===== config.mk =====
export PLATFORM = sky130hd
export DESIGN_NAME = alu_seq
export DESIGN_NICKNAME = d
export VERILOG_FILES = /design/src/rtl/alu_seq_pkg.sv /design/src/rtl/alu_mul_iter.sv /design/src/rtl/alu_seq.sv
export SDC_FILE = /design/constraint.sdc
export NUM_CORES = 1
export LEC_CHECK = 0
export ABC_AREA = 1
export CAP_MARGIN = 20
export CORE_UTILIZATION = 45
export CTS_CLUSTER_SIZE = 10
export DETAILED_ROUTE_END_ITERATION = 16
export GPL_TIMING_DRIVEN = 0
export PLACE_DENSITY = 0.68
export SLEW_MARGIN = 20
export SYNTH_ARGS = -nofsm -noshare
export SYNTH_HDL_FRONTEND = slang
export SYNTH_HIERARCHICAL = 1
export SYNTH_SLANG_ARGS = --single-unit

===== constraint.sdc =====
create_clock -name clk -period 1.3 [get_ports clk]
set_input_delay 0.13 -clock clk [delete_from_list [all_inputs] [get_ports clk]]
set_output_delay 0.13 -clock clk [all_outputs]
set_load 0.02 [all_outputs]

===== src/rtl/alu_seq_pkg.sv =====
// Shared opcode map, FSM encoding and sizing helper for alu_seq and alu_mul_iter.
// Codes 0-7 keep the legacy 3-bit ALU meanings.
package alu_seq_pkg;

  localparam int OP_HLT = 0;
  localparam int OP_SKZ = 1;
  localparam int OP_ADD = 2;
  localparam int OP_AND = 3;
  localparam int OP_XOR = 4;
  localparam int OP_LDA = 5;
  localparam int OP_STO = 6;
  localparam int OP_JMP = 7;
  localparam int OP_SUB = 8;
  localparam int OP_OR  = 9;
  localparam int OP_SHL = 10;
  localparam int OP_SHR = 11;
  localparam int OP_MUL = 12;

  typedef enum logic [1:0] {
    ST_IDLE = 2'd0,
    ST_BUSY = 2'd1,
    ST_DONE = 2'd2
  } state_t;

  // Bits needed to hold a step count of 0..width.
  function automatic int cnt_w(input int width);
    return $clog2(width + 1);
  endfunction

endpackage


===== src/rtl/alu_mul_iter.sv =====
// Iterative WIDTH-step unsigned shift-add multiplier used by alu_seq when
// ALU_SEQ_MUL_EN is defined.
module alu_mul_iter
  import alu_seq_pkg::*;
#(
  parameter int WIDTH = 8
) (
  input  logic                 clk,
  input  logic                 rst_n,
  input  logic                 start,
  input  logic [WIDTH-1:0]     a,
  input  logic [WIDTH-1:0]     b,
  output logic                 busy,
  output logic                 done,
  output logic [2*WIDTH-1:0]   prod
);

  localparam int CW = cnt_w(WIDTH);

  logic [2*WIDTH-1:0] r_mcand;
  logic [2*WIDTH-1:0] r_part;
  logic [WIDTH-1:0]   r_mplr;
  logic [CW-1:0]      r_cnt;
  logic [2*WIDTH-1:0] w_part_nxt;

  assign w_part_nxt = r_mplr[0] ? (r_part + r_mcand) : r_part;

  always_ff @(posedge clk or negedge rst_n) begin
    if (!rst_n) begin
      r_mcand <= '0;
      r_part  <= '0;
      r_mplr  <= '0;
      r_cnt   <= '0;
    end else if (start) begin
      r_mcand <= {{WIDTH{1'b0}}, a};
      r_part  <= '0;
      r_mplr  <= b;
      r_cnt   <= CW'(WIDTH);
    end else if (busy) begin
      r_part  <= w_part_nxt;
      r_mcand <= r_mcand << 1;
      r_mplr  <= r_mplr >> 1;
      r_cnt   <= r_cnt - CW'(1);
    end
  end

  assign busy = (r_cnt != '0);
  // done marks the cycle of the final step; prod is the full product only then,
  // so the consumer captures it on the same edge the last step retires.
  assign done = (r_cnt == CW'(1));
  assign prod = w_part_nxt;

endmodule


===== src/rtl/alu_seq.sv =====
// Registered, valid/ready handshaked ALU with Z/C/N/V flags.
// Define ALU_SEQ_MUL_EN to build the multi-cycle MUL (opcode 12); otherwise MUL passes acc.
module alu_seq
  import alu_seq_pkg::*;
#(
  parameter int WIDTH = 8,
  parameter int OPW   = 4
) (
  input  logic             clk,
  input  logic             rst_n,
  input  logic             in_valid,
  output logic             in_ready,
  input  logic [OPW-1:0]   opcd,
  input  logic [WIDTH-1:0] acc_out,
  input  logic [WIDTH-1:0] mdat,
  output logic             out_valid,
  input  logic             out_ready,
  output logic [WIDTH-1:0] alu_out,
  output logic             zr,
  output logic             cy,
  output logic             ng,
  output logic             ov
);

  localparam int M = WIDTH - 1;
  localparam logic [OPW-1:0] C_ADD = OPW'(OP_ADD);
  localparam logic [OPW-1:0] C_AND = OPW'(OP_AND);
  localparam logic [OPW-1:0] C_XOR = OPW'(OP_XOR);
  localparam logic [OPW-1:0] C_LDA = OPW'(OP_LDA);
  localparam logic [OPW-1:0] C_SUB = OPW'(OP_SUB);
  localparam logic [OPW-1:0] C_OR  = OPW'(OP_OR);
  localparam logic [OPW-1:0] C_SHL = OPW'(OP_SHL);
  localparam logic [OPW-1:0] C_SHR = OPW'(OP_SHR);
`ifdef ALU_SEQ_MUL_EN
  localparam logic [OPW-1:0] C_MUL = OPW'(OP_MUL);
`endif

  state_t           r_state;
  state_t           w_state_nxt;
  logic [WIDTH-1:0] r_res;
  logic             r_cy;
  logic             r_ov;

  logic             w_fire;
  logic             w_is_mul;
  logic             w_ld_alu;
  logic [WIDTH:0]   w_sum;
  logic [WIDTH:0]   w_dif;
  logic [WIDTH-1:0] w_res;
  logic             w_cy;
  logic             w_ov;

`ifdef ALU_SEQ_MUL_EN
  logic               w_mul_start;
  logic               w_mul_busy;
  logic               w_mul_done;
  logic               w_ld_mul;
  logic [2*WIDTH-1:0] w_prod;
`endif

  assign w_fire = in_valid && in_ready;

`ifdef ALU_SEQ_MUL_EN
  assign w_is_mul    = (opcd == C_MUL);
  assign w_mul_start = w_fire && w_is_mul;
  assign w_ld_mul    = (r_state == ST_BUSY) && w_mul_done;

  alu_mul_iter #(.WIDTH(WIDTH)) u_mul (
    .clk   (clk),
    .rst_n (rst_n),
    .start (w_mul_start),
    .a     (acc_out),
    .b     (mdat),
    .busy  (w_mul_busy),
    .done  (w_mul_done),
    .prod  (w_prod)
  );
`else
  assign w_is_mul = 1'b0;
`endif

  assign w_ld_alu = w_fire && !w_is_mul;

  // Single-cycle datapath evaluated straight from the request so the result
  // lands in r_res on the acceptance edge.
  assign w_sum = {1'b0, acc_out} + {1'b0, mdat};
  assign w_dif = {1'b0, acc_out} - {1'b0, mdat};

  always_comb begin
    w_res = acc_out;
    w_cy  = 1'b0;
    w_ov  = 1'b0;
    case (opcd)
      C_ADD: begin
        w_res = w_sum[M:0];
        w_cy  = w_sum[WIDTH];
        w_ov  = (acc_out[M] == mdat[M]) && (w_sum[M] != acc_out[M]);
      end
      C_SUB: begin
        w_res = w_dif[M:0];
        w_cy  = w_dif[WIDTH];
        w_ov  = (acc_out[M] != mdat[M]) && (w_dif[M] != acc_out[M]);
      end
      C_AND: w_res = acc_out & mdat;
      C_XOR: w_res = acc_out ^ mdat;
      C_OR:  w_res = acc_out | mdat;
      C_LDA: w_res = mdat;
      C_SHL: begin
        w_res = {acc_out[M-1:0], 1'b0};
        w_cy  = acc_out[M];
      end
      C_SHR: begin
        w_res = {1'b0, acc_out[M:1]};
        w_cy  = acc_out[0];
      end
      default: w_res = acc_out;
    endcase
  end

  always_ff @(posedge clk or negedge rst_n) begin
    if (!rst_n) r_state <= ST_IDLE;
    else        r_state <= w_state_nxt;
  end

  // DONE behaves like IDLE when the consumer drains this cycle, so a new
  // request can follow with no bubble.
  always_comb begin
    w_state_nxt = r_state;
    case (r_state)
      ST_IDLE, ST_DONE: begin
        if (w_fire)                                w_state_nxt = w_is_mul ? ST_BUSY : ST_DONE;
        else if (r_state == ST_DONE && out_ready)  w_state_nxt = ST_IDLE;
      end
`ifdef ALU_SEQ_MUL_EN
      ST_BUSY: begin
        if (w_mul_done)       w_state_nxt = ST_DONE;
        else if (!w_mul_busy) w_state_nxt = ST_IDLE;
      end
`endif
      default: w_state_nxt = ST_IDLE;
    endcase
  end

  always_comb begin
    in_ready  = (r_state == ST_IDLE) || ((r_state == ST_DONE) && out_ready);
    out_valid = (r_state == ST_DONE);
  end

  always_ff @(posedge clk or negedge rst_n) begin
    if (!rst_n) begin
      r_res <= '0;
      r_cy  <= 1'b0;
      r_ov  <= 1'b0;
    end else if (w_ld_alu) begin
      r_res <= w_res;
      r_cy  <= w_cy;
      r_ov  <= w_ov;
    end
`ifdef ALU_SEQ_MUL_EN
    else if (w_ld_mul) begin
      r_res <= w_prod[M:0];
      r_cy  <= |w_prod[2*WIDTH-1:WIDTH];
      r_ov  <= 1'b0;
    end
`endif
  end

  assign alu_out = r_res;
  assign cy      = r_cy;
  assign ov      = r_ov;
  assign zr      = (r_res == '0);
  assign ng      = r_res[M];

endmodule


==> results.toml <==
[routing]
vias_per_cell = 5.66
drc = 0
ant_nets = 0
drt_iter0_markers = 235
wl_per_cell_um = 15.7
routed-via-count = 2662
dr.pass1.iters = 5
wl_um = 7380

[synth]
synth_top_area_share_pct = 22.0
synth_xor_xnor_area_share_pct = 0
muxShareOfSynthArea_pct = 0
synthAdderAreaFrac_pct = 17.5
synth_enable_flop_cells = 0
synth.avg_cell_area_um2 = 5.69
netlist_top_cells_area = "nand2_1 (22%), ha_1 (16%), dfrtp_1 (14%)"
synth_compound_area_share_pct = 9.32
ys_ff_latch = 11
ys_top_cells_by_count = "nand2_1 (118), inv_1 (50), nand3_1 (47)"
syn-cell-area_um2 = 2010
syn_inst = 354
synth_top_family_by_area = "simple AND/OR/NAND/NOR gates"
synthArstFlopShare_pct = 100
yosysWarnings = 6
syn_nets = 405
ys_types = 28
yosys.area_share.simple_pct = 47.1
ys_seq_area_share_pct = 13.7
synthFlopType = "dfrtp_1"
yosys.area.top_type = "nand2_1"
yosysMostFrequentCell = "nand2_1"

[clock_network]
clk_pin_slew_worst_paths_ns = 0.05
numCtsBuffers = 3
insertion_delay_ns = 0.24
cts_buffer_depth = 2
root_buffer = "clkbuf_8"
ctsHtreeMaxLevel = 1
cts_tree = "built"
cts_sinks = 11
postCtsHoldBufs = 0

[pwr]
power.leakage_nw = 1.57
total_power_mw = 2.06
vdd_drop_max_mv = 0.492
power_density_nw_per_um2 = 666

[sta]
final-max-slew-violation-count = 0
clock.fmax_ghz = 0.718
worst_pin_slew_ns = 0.522
hold_viol = 0
finalCritPeriodShare_pct = 107
fin_ws_ns = -0.0918
relSlewSlack_pct = 65.1
clock_skew_ns = 0.00157
period_needed_ns = 1.39
hold_ws_ns = 0.234
setup_viol = 4
rsz0062_at_grt = "yes"

[setup_path]
crit_path_end_kind = "primary output"
crit_path_start_kind = "register"
criticalPathCategory = "register to primary output"
path_max_fanout = 3
rrSetupSlack_ns = 0.15
startpoint = "alu_out[6]$_DFFE_PN0P_"
cp.arrival_ns = 1.26
rr_worst_depth = 6
required_ns = 1.17
r2r_start = "r_state[1]$_DFFE_PN0P_"
rr_endpoint = "alu_out[6]$_DFFE_PN0P_"

[finish]
instances_no_fill = 470
fillers = 342
fin_nets = 472
fin_util_pct = 74.7
antenna_cells = 0
drive_gt1_share_pct = 34.8
syn2layout_area_growth_pct = 53.6

[die]
core_area_um2 = 4140
std_cell_rows = 23
die_h_um = 68.9
dieArea_um2 = 4750
die_w_um = 68.9
ioPinCount = 38
initial_core_util_pct = 48.6

[grt]
grt_pass1_wl_um = 10700
grt_overflow = 0
antenna_found_initial = 0
grtUsageTotal_pct = 30.5
grt_pass1_vias = 2280
grt_max_degree = 12

[placement]
portBuffers = 37
hpwlAfterDp_um = 5140
placed_cells = 441
gp_congestion = 0.959

[hold_path]
holdCritPathClass = "primary input to async pin"

[job]
cap_viol_max_count = 0

[outcome]
outcome = "finished, violations left"
violations = "setup timing"
## routing by layer
layer | part of all wire (%) | track usage [%] | up-vias
met5 | 0 | 0 | -
met4 | 3.3 | 6.89 | 0
met1 | 41 | 41.5 | 1193
li1 | - | - | 1278
met2 | 47 | 50.1 | 159
met3 | 8.5 | 4.93 | 32
## state kept, by name, summed over array words and instances, names as in the netlist
name     flops
cy           1
ov           1
alu_out      8
r_state      1
## cells by family after synthesis
logic type | count (synthesis)
flops | 11
simple gates | 220
compound gates | 34
fa+ha+maj | 27
buf+inv | 62
## critical path, stage by stage, from the launching register on
cell and delay (ns):
dfrtp_1 0.41, nor4_2 0.31, nand2_1 0.07, nor2_1 0.09, buf_4 0.14
## area by class of cell
| type | count | area (µm²) | area share (%) |
|---|---|---|---|
| multi-input cells | 281 | 1840 | 59.4 |
| repair buffers | 66 | 612 | 19.8 |
| flip-flops and latches | 11 | 275 | 8.90 |
| inverters | 54 | 235 | 7.60 |
| well taps | 50 | 62.6 | 2.02 |
| clock buffers | 4 | 45.0 | 1.46 |
| plain buffers | 4 | 27.5 | 0.890 |
## layout by cell type, fill, tap and decap left out, types with 9 or more instances in the layout
cell / netlist / routed
a21oi_1: 14 / 10
buf_4: 1 / 27
buf_6: 1 / 9
dfrtp_1: 11 / 11
dlygate4sd2_1: 0 / 13
ha_1: 25 / 15
ha_4: 0 / 9
inv_1: 50 / 27
inv_2: 4 / 17
nand2_1: 118 / 93
nand2_2: 1 / 19
nand3_1: 47 / 43
nand4_1: 10 / 10
nor2_1: 33 / 23
nor2_4: 2 / 10
## metrics by stage
stage          cell area [µm²]  worst slack [ns]   TNS, ns
2_1_floorplan             2150          -0.00392  -0.00392
3_5_place_dp              2590            -0.873     -8.40
4_1_cts                   2890            -0.101    -0.148
6_report                  3090           -0.0918    -0.139
3_3_place_gp              2590            -0.908     -8.38
5_1_grt                   3090            -0.167    -0.646
## power by group
group          internal [mW]  total [mW]  leakage (nW)  switching (mW)
combinational          0.541        1.27          1.41           0.729
sequential             0.397       0.442         0.138          0.0450
clock                  0.216       0.349        0.0228           0.133
## worst max path at each step
stage / end / slack [ns]
2_1_floorplan: cy$_DFFE_PN0P_ / -0.004
3_3_place_gp: cy$_DFFE_PN0P_ / -0.91
3_5_place_dp: cy$_DFFE_PN0P_ / -0.87
4_1_cts: zr / -0.10
5_1_grt: zr / -0.17
6_report: zr / -0.09
## what timing repair did
action / CTS / global route
endpoints found under the setup margin: 23 / 11
pin swaps: 37 / 41
resized for setup: 154 / 54
endpoints found under the hold margin: 0 / 0
setup buffers: 15 / 14
(Power assumes the default switching activity.)
